`src/rtl/debounce_x8_if.sv`:
```
// Lane bundle between the raw J1 pins and the debounced consumers.
interface debounce_x8_if #(
    parameter int unsigned WIDTH = 8
);
    logic [WIDTH-1:0] I;
    logic [WIDTH-1:0] O;
    logic [WIDTH-1:0] RISE;
    logic [WIDTH-1:0] FALL;
    logic             ANY;

    // Driver side: supplies raw levels, observes debounced results.
    modport master (
        output I,
        input  O,
        input  RISE,
        input  FALL,
        input  ANY
    );

    // Debouncer side.
    modport slave (
        input  I,
        output O,
        output RISE,
        output FALL,
        output ANY
    );
endinterface

```
`src/rtl/debounce_x8.sv`:
```
// Eight-lane switch debouncer: two-flop synchronizer, per-lane stability counter,
// registered level output and single-cycle rise/fall strobes.
module debounce_x8 #(
    parameter int unsigned WIDTH = 8,
    parameter int unsigned LIMIT = 4,
    parameter int unsigned CNT_W = 17
) (
    input  logic          CLK,
    input  logic          RESET,
    debounce_x8_if.slave  bus
);
    localparam logic [CNT_W-1:0] CntMax = CNT_W'(LIMIT - 1);
    localparam logic [CNT_W-1:0] CntOne = CNT_W'(1);

    logic [WIDTH-1:0] s1_q;
    logic [WIDTH-1:0] s2_q;
    logic [WIDTH-1:0] o_q;
    logic [WIDTH-1:0] rise_q;
    logic [WIDTH-1:0] fall_q;
    logic [CNT_W-1:0] cnt_q [WIDTH];

    // Synchronizer; s1 may go metastable so it feeds nothing but s2.
    always_ff @(posedge CLK) begin
        if (RESET) begin
            s1_q <= '0;
            s2_q <= '0;
        end else begin
            s1_q <= bus.I;
            s2_q <= s1_q;
        end
    end

    // Per lane: count consecutive disagreement, flip and strobe once it reaches LIMIT.
    always_ff @(posedge CLK) begin
        if (RESET) begin
            o_q    <= '0;
            rise_q <= '0;
            fall_q <= '0;
            for (int unsigned n = 0; n < WIDTH; n++) begin
                cnt_q[n] <= '0;
            end
        end else begin
            for (int unsigned n = 0; n < WIDTH; n++) begin
                rise_q[n] <= 1'b0;
                fall_q[n] <= 1'b0;
                if (s2_q[n] == o_q[n]) begin
                    // Any agreement throws away the partial count (glitch rejection).
                    cnt_q[n] <= '0;
                end else if (cnt_q[n] == CntMax) begin
                    o_q[n]    <= s2_q[n];
                    cnt_q[n]  <= '0;
                    rise_q[n] <= s2_q[n];
                    fall_q[n] <= ~s2_q[n];
                end else begin
                    cnt_q[n] <= cnt_q[n] + CntOne;
                end
            end
        end
    end

    assign bus.O    = o_q;
    assign bus.RISE = rise_q;
    assign bus.FALL = fall_q;
    assign bus.ANY  = |(rise_q | fall_q);
endmodule

```
`src/flat_wrapper.sv`:
```
// flat-port wrapper written by rule: the top's interface ports become plain ports
module debounce_x8_flat 
#(
    parameter int unsigned WIDTH = 8,
    parameter int unsigned LIMIT = 4,
    parameter int unsigned CNT_W = 17
)
  (CLK, RESET, bus_I, bus_O, bus_RISE, bus_FALL, bus_ANY);
  debounce_x8_if #(.WIDTH(WIDTH)) bus_i ();
  input  logic CLK;
  input  logic RESET;
  input wire logic [$bits(bus_i.I)-1:0] bus_I;
  output wire logic [$bits(bus_i.O)-1:0] bus_O;
  output wire logic [$bits(bus_i.RISE)-1:0] bus_RISE;
  output wire logic [$bits(bus_i.FALL)-1:0] bus_FALL;
  output wire logic [$bits(bus_i.ANY)-1:0] bus_ANY;
  assign bus_i.I = bus_I;
  assign bus_O = bus_i.O;
  assign bus_RISE = bus_i.RISE;
  assign bus_FALL = bus_i.FALL;
  assign bus_ANY = bus_i.ANY;
  debounce_x8 #(.WIDTH(WIDTH), .LIMIT(LIMIT), .CNT_W(CNT_W)) u_core (.CLK(CLK), .RESET(RESET), .bus(bus_i));
endmodule
```
`config.mk`:
```
export PLATFORM = sky130hd
export DESIGN_NAME = debounce_x8_flat
export DESIGN_NICKNAME = d
export VERILOG_FILES = /design/src/rtl/debounce_x8_if.sv /design/src/rtl/debounce_x8.sv /design/src/flat_wrapper.sv
export SDC_FILE = /design/constraint.sdc
export NUM_CORES = 1
export LEC_CHECK = 0
export BUFFER_PORTS_ARGS = -buffer_cell sky130_fd_sc_hd__buf_2
export CAP_MARGIN = 5
export CORE_MARGIN = 3
export CORE_UTILIZATION = 40
export DETAILED_ROUTE_END_ITERATION = 8
export GPL_TIMING_DRIVEN = 0
export PLACE_DENSITY_LB_ADDON = 0.25
export SYNTH_ARGS = -nofsm -noshare
export SYNTH_HDL_FRONTEND = slang
export SYNTH_SLANG_ARGS = --single-unit
export TNS_END_PERCENT = 20
```
`constraint.sdc`:
```
create_clock -name CLK -period 2.25 [get_ports CLK]
set_input_delay 0.225 -clock CLK [delete_from_list [all_inputs] [get_ports CLK]]
set_output_delay 0.225 -clock CLK [all_outputs]
set_load 0.1 [all_outputs]
```
# Word-level counts from Yosys, hierarchy flattened
# Memory sizes are Yosys's and may differ from the RTL's.
# Cells that the tools add are included.
[totals]
register_bits = 40
output_inout_bits = 25
wordCells = 231
latch_bits = 0
inputBits = 10
mem_bits_rw = 136
rom_bits = 0
memories = 1
[memory_table]
columns = ["memory", "words", "width", "read_ports", "rd_ports_with_merged_regs", "write_ports", "line_no", "text"]
rows = [
  ["u_core.cnt_q", 8, 17, 8, 0, 8, "debounce_x8.sv:20", "logic [CNT_W-1:0] cnt_q [WIDTH];"],
]
[op_classes]
muxes = 114
n_addsub = 8
multipliers = 0
eq_ne = 16
magnitude_cmp = 0
div_mod_pow = 0
n_reduce_logical = 17
shifts = 0
bitwise = 49
[op_table]
columns = ["operator", "count"]
rows = [
  ["17-bit two-way mux", 24],
  ["17-bit by 1-bit adder with 17-bit output (second input constant)", 8],
  ["17-bit by 2-bit == test with 1-bit output (second input constant)", 8],
  ["1-bit two-way mux", 90],
  ["1-bit NOT", 24],
  ["1-bit bitwise OR", 24],
  ["3-bit OR reduction", 8],
  ["2-bit AND reduction", 8],
  ["1-bit == test", 8],
  ["8-bit bitwise OR", 1],
  ["8-bit OR reduction", 1],
]

# Logic depth before layout (Yosys ltp)
# Gate-level depths: netlist of run 1.
[depth]
depth_word = 7
depth_mapped = 7
mapped_depth_nobuf = 5

# Least setup slack after synthesis of run 1
# OpenSTA, ideal clock, no wires.
[synth_timing]
path_type = "reg-to-output"
startpoint = "reg u_core.rise_q[5], in the netlist u_core.bus.RISE[5]"
endpoint = "out bus_ANY"
path_buffers = 0
path_stages_with_launch = 3
required_time_ns = 2.025
t_arrival_ns = 1.951
slack_ns = 0.074
cell_sequence = "dfxtp_1 > nor4_1 > nand4_1"
[synth_between]
elab_chain_cells = 2
[synth_lines]
columns = ["item", "line_no", "text"]
rows = [
  ["start: declaration", "debounce_x8.sv:18", "logic [WIDTH-1:0] rise_q;"],
  ["start signal: indexed assignment", "debounce_x8.sv:52", "rise_q[n] <= s2_q[n];"],
  ["8-bit bitwise OR", "debounce_x8.sv:64", "assign bus.ANY = |(rise_q | fall_q);"],
  ["8-bit OR reduction", "debounce_x8.sv:64", ""],
  ["end: declaration", "flat_wrapper.sv:16", "output wire logic [$bits(bus_i.ANY)-1:0] bus_ANY;"],
]
# Every way passes these cells.

# Worst setup path in the final report of run 1
# Ends and elaborated chain as after synthesis.

==> out/results.txt, run 1 <==
Total number of vias: 6173
Period utilization: 93.9%
Clock transition at path regs: 0.07 ns
Die X: 153 um
MaxCap Viol Count: 0
CTS buffer count: 17
Slowest cell on crit path: nor4_1
Fin nets: 1006
Pwr dens: 672 nW/um2
Initial antenna violation count: 0
Leakage power: 3.57 nW
Io pins: 35
Largest net degree at the start of global routing: 17
Area of the core: 21100 um2
Endpoints failing setup: 0
Slew margin rel.: 53.4%
Via density: 4.84
H-tree depth: 4
Clock sinks: 176
Die Ht: 153 um
Number of enable flip-flop cells after synthesis: 136
Share of the synthesized area in the top cell type: 47.4%
Required time worst endpoint: 2.03 ns
Total grt overflow: 0
Outcome: completed
Layout Skew: 0.00892 ns
Peak VDD IR: 0.476 mV
GPL Wtd Cong: 0.797
Fin Hold WS: 0.0219 ns
Slew of the pin with the lowest slew margin: 0.693 ns
Drt first pass iters: 5
Layout cells sized above 1: 9.69%
CTS tree: yes
CP Class: reg -> out
Arrival @ worst endpoint: 1.89 ns
Top_reg_cell synth: edfxtp_1
Worst skew pair latency: 0.43 ns
Post-DP HPWL: 11800 um
Hold Fails Final Rpt: 0
Tot GR Track Use: 14.8%
Clock tree buffer depth: 2
Row count: 53
Worst path max stage delay: 0.64 ns
Commonest cells in the synthesized netlist: nor2_1 (148), edfxtp_1 (136), xnor2_1 (89)
Crit. End Element: output pin
Synth area leader: edfxtp_1
Initial Util: 40.9%
Register area share after synthesis: 56.7%
Area growth syn-to-layout: 19.4%
Synth area leaders: edfxtp_1 (47%), dfxtp_1 (9.3%), xnor2_1 (9.0%)
Port bufs: 34
Vias in the first global route: 5933
Max frequency: 0.473 GHz
Number of remaining DRC errors: 0
Drt total wl: 16300 um
Startpoint types: flip-flop
Crit path cell chain: nor4_1 > nand4_1 > buf_2
Placed inst area: 9640 um2
Most common cell in the netlist: nor2_1
Final Max Slew Viols: 0
Min-delay worst type: in -> reg
Post-synth ARST share: 0%
Post-synth cell types: 30
Avg Cell Area, Syn: 10.8 um2
Ys Warns: 0
Die Area: 23400 um2
Final min period: 2.11 ns
CP max FO: 2
Final instance area: 10300 um2
Synthesis-stage register bit count: 176
Mapped Cells: 798
Root Driver: clkbuf_16
Iteration-0 DRC Markers: 341
RSZ-0062 raised after global routing: yes
Post-Syn Area: 8620 um2
Avg WL per Cell: 12.8 um
Antenna cells: 0
Post-DRT Antenna Nets: 0
First-pass GRT wire length: 28600 um
layer usage:
metal | global-route usage, % | wire (um) | up-vias
met4 | 5.13 | 278 | 0
met1 | 21.1 | 8180 | 2875
met2 | 22.1 | 7160 | 98
met3 | 3.82 | 654 | 18
li1 | - | - | 3182
met5 | 0 | 0 | -
worst max-delay path, delay by kind of cell, from the launching register on:
kind | cells | cell delay, ns
buf+inv | 1 | 0.33
flops | 1 | 0.35
simple gates | 2 | 0.79
power breakdown:
group	leakage, nW	total [mW]	switching (mW)	internal, mW
Combinational	1.55	0.281	0.166	0.116
Sequential	1.73	3.75	0.134	3.62
Clock	0.293	2.89	1.29	1.59
final cells by class:
cell class,count,area (um2)
Fill cell,1969,10800
Sequential cell,176,4880
Multi-Input combinational cell,722,4150
Clock buffer,20,489
Tap cell,275,344
Timing Repair Buffer,38,203
Clock inverter,12,93.8
Buffer,19,83.8
Inverter,14,52.6
state kept, by name, indices dropped and copies added, names as in the netlist:
register / flops
u_core.bus.FALL: 8
u_core.s1_q: 8
u_core.bus.O: 8
u_core.s2_q: 8
u_core.bus.RISE: 8
u_core.cnt_q: 136
layout by cell type (no fill, tap or decap), types with 4 or more instances in the layout:
| master | n |
|---|---|
| a21oi_1 | 7 |
| and2_1 | 5 |
| and3_1 | 14 |
| and4_1 | 5 |
| buf_2 | 35 |
| buf_4 | 4 |
| clkbuf_1 | 10 |
| clkbuf_16 | 19 |
| clkbuf_2 | 6 |
| clkinv_4 | 5 |
| conb_1 | 136 |
| dfxtp_1 | 40 |
| edfxtp_1 | 136 |
| ha_1 | 5 |
| inv_1 | 14 |
| mux2i_1 | 9 |
| nand2_1 | 32 |
| nand2_2 | 8 |
| nand3_1 | 41 |
| nand3_2 | 6 |
| nand4_1 | 45 |
| nor2_1 | 148 |
| nor2b_1 | 16 |
| nor3_1 | 17 |
| nor4_1 | 68 |
| nor4b_1 | 19 |
| o31ai_1 | 4 |
| or4_1 | 4 |
| xnor2_1 | 89 |
| xor2_1 | 31 |
cells by family (layout without fill, tap and decap cells):
| group | after synthesis | after routing | share of synthesized area [%] |
|---|---|---|---|
| XOR/XNOR | 120 | 120 | 12.2 |
| AND/OR/NAND/NOR | 435 | 435 | 26.4 |
| AO/OA/AOI/OAI | 14 | 14 | 0.929 |
| multiplexers | 9 | 9 | 1.04 |
| other | 1 | 136 | 0.0435 |
| adder cells (fa/ha/maj) | 8 | 8 | 1.16 |
| buffers and inverters | 35 | 103 | 1.54 |
| flip-flops | 176 | 176 | 56.7 |
final timing paths:
path / startpoint / endpoint / slack, ns / cells after the start
setup reg to reg: u_core.cnt_q[0][34] / u_core.cnt_q[0][36] / 0.19 / 6
hold reg to reg: u_core.s1_q[7] / u_core.s2_q[7] / 0.43 / 1
setup / recovery: u_core.bus.RISE[5] / bus_ANY / 0.14 / 3
hold / removal: bus_I[1] / u_core.s1_q[1] / 0.02 / 2
metrics by stage:
step	std cells	utilization [%]	total power [mW]	setup TNS, ns	worst slack, ns
floorplan	933	-	4.00	0	0.0739
global placement	1242	45.7	4.09	-6.35	-0.369
detailed placement	1242	45.7	4.09	-7.40	-0.291
CTS	1273	48.6	7.02	0	0.00976
global route	1276	48.8	7.22	-0.00195	-0.00195
finish	1276	48.8	6.92	0	0.136
what timing repair did:
| action | CTS | global route |
|---|---|---|
| cloned | 0 | 0 |
| buffers inserted | 0 | 3 |
| hold endpoints to repair | 1 | 0 |
| hold buffers | 1 | 0 |
| endpoints found under the setup margin | 64 | 81 |
| gates resized for setup | 9 | 14 |
| pin swaps | 0 | 4 |
Note: power is estimated with default switching activity, not from simulation.
==> run 2: changes to the inputs <==
- clock period: 2.25 -> 2.3 ns (I/O delays scaled with it)
==> run 2 against run 1 <==
  * Sequential cell count did not move
  * Combinational power fell by 2%
  * Clock-buffer cell count did not move
  * Final cell count fell by 0.16%
  * Sequential power fell by 2%
  * Global-route usage barely moved
  * Sequential share of layout area rose by 0.069 points
  * Setup slack got worse by 0.014 ns
  * Cell area fell by 0.15%
  * Highest routed layer unchanged
==> out/results.txt, run 2 (synthesis results as in run 1) <==
Outcome: completed
Largest net degree at the start of global routing: 17
GR Layer Usage met1: 21.0%
Hold Fails Final Rpt: 0
MaxCap Viol Count: 0
Startpoint types: flip-flop
Met2 usage: 22.1%
Row count: 53
Crit. End Element: output pin
Required time worst endpoint: 2.07 ns
Commonest non-fill, non-tap cell in the layout: nor2_1
Post-DP HPWL: 11800 um
Arrival @ worst endpoint: 1.95 ns
Clock tree buffer depth: 2
Setup TNS Final: 0 ns
Tot GR Track Use: 14.8%
Port bufs: 34
Final instance area: 10300 um2
CP max FO: 2
Max frequency: 0.459 GHz
WP buf/inv: 1
CTS buffer count: 17
CTS tree: yes
Drt first pass iters: 4
Leakage power: 3.57 nW
Min-delay worst type: in -> reg
Pwr dens: 659 nW/um2
Met3 Use GR: 3.82%
Worst setup startpoint: u_core.bus.RISE[5]
Most frequent cells in the layout: nor2_1 (148), edfxtp_1 (136), conb_1 (136)
Drt total wl: 16300 um
H-tree depth: 4
Vias in the first global route: 5922
Max FFs per register: 136
Avg WL per Cell: 12.8 um
Multi-input logic area: 4150 um2
FF+latch area: 4880 um2
Root Driver: clkbuf_16
Die Area: 23400 um2
Die X: 153 um
Period utilization: 94.7%
Filler cells: 1970
Area of the core: 21100 um2
Delay-heaviest family, CP: simple AND/OR/NAND/NOR gates
Number of cells on the critical path: 3
Layout Skew: 0.00987 ns
Post-DRT Antenna Nets: 0
Min-Delay Path Depth: 2
Worst reg2reg startpoint: u_core.cnt_q[0][17]
Hold_sp: bus_I[1]
Initial antenna violation count: 0
Die Ht: 153 um
Initial Util: 40.9%
Total grt overflow: 0
Peak VDD IR: 0.467 mV
Area growth syn-to-layout: 19.2%
Worst reg2reg path depth: 4
Via density: 4.84
GPL Wtd Cong: 0.797
Largest Register: u_core.cnt_q
Clock transition at path regs: 0.07 ns
Worst skew pair latency: 0.43 ns
RSZ-0062 raised after global routing: yes
Fin nets: 1004
Final min period: 2.18 ns
First-pass GRT wire length: 28500 um
Number of remaining DRC errors: 0
Clock sinks: 176
Slew margin rel.: 48.0%
Final Max Slew Viols: 0
CP Class: reg -> out
GR peak layer: met2
Io pins: 35
Layout cells sized above 1: 9.21%
Endpoints failing setup: 0
Iteration-0 DRC Markers: 330
Slew of the pin with the lowest slew margin: 0.773 ns
Worst path max stage delay: 0.70 ns
Placed inst area: 9640 um2
Crit path cell chain: nor4_1 > nand4_1 > buf_2
Slowest cell on crit path: nor4_1
Antenna cells: 0
Total number of vias: 6163
==> run 2: cell types whose count changed in the layout (fill, tap and decap cells not counted) <==
cell,before,now
ha_1,5,7
ha_2,3,0
nand2_1,32,33
ha_4,0,1
nand2_2,8,7
buf_2,35,36
buf_4,4,1
==> run 2: path summary, 6_finish.rpt <==
| path | slack, ns | endpoint |
|---|---|---|
| max | 0.12 | bus_ANY |
| min | 0.03 | u_core.s1_q[1] |
| max reg2reg | 0.21 | u_core.bus.FALL[1] |
| min reg2reg | 0.43 | u_core.s2_q[7] |
==> run 2: layer usage <==
layer / part of all wire (%) / vias to the layer above
li1: - / 3178
met1: 51 / 2872
met2: 44 / 96
met3: 3.9 / 17
met4: 1.6 / 0
met5: 0 / -
==> run 2: power breakdown <==
part	switching [mW]	total [mW]	internal [mW]
logic	0.162	0.275	0.113
registers	0.132	3.67	3.54
clock network	1.27	2.83	1.56
==> run 2: area by class of cell <==
cell class                      count  share of cell area, %
Buffer                             19                  0.791
Clock buffer                       20                   4.76
Clock inverter                     12                  0.913
Inverter                           14                  0.511
Multi-Input combinational cell    722                   40.3
Sequential cell                   176                   47.5
Tap cell                          275                   3.35
Timing Repair Buffer               36                   1.83
==> run 2: per-stage QoR <==
stage / std cells / utilization, % / power [mW] / hold WS (ns) / setup slack [ns]
after global placement: 1242 / 45.7 / 4.00 / 0.415 / -0.319
after detailed placement: 1242 / 45.7 / 4.00 / 0.422 / -0.241
after global routing: 1274 / 48.8 / 7.06 / 0.0121 / -0.0122
after floorplan: 933 / - / 3.92 / 0.358 / 0.119
after CTS: 1273 / 48.5 / 6.86 / 0.00787 / 0.00561
final: 1274 / 48.8 / 6.78 / 0.0318 / 0.122
==> run 2: repair_timing <==
item | in CTS | in global routing
resized for setup | 4 | 18
pin swaps | 0 | 3
hold buffers | 1 | 0
endpoints found under the setup margin | 40 | 85
endpoints found under the hold margin | 1 | 0
buffers inserted | 0 | 1
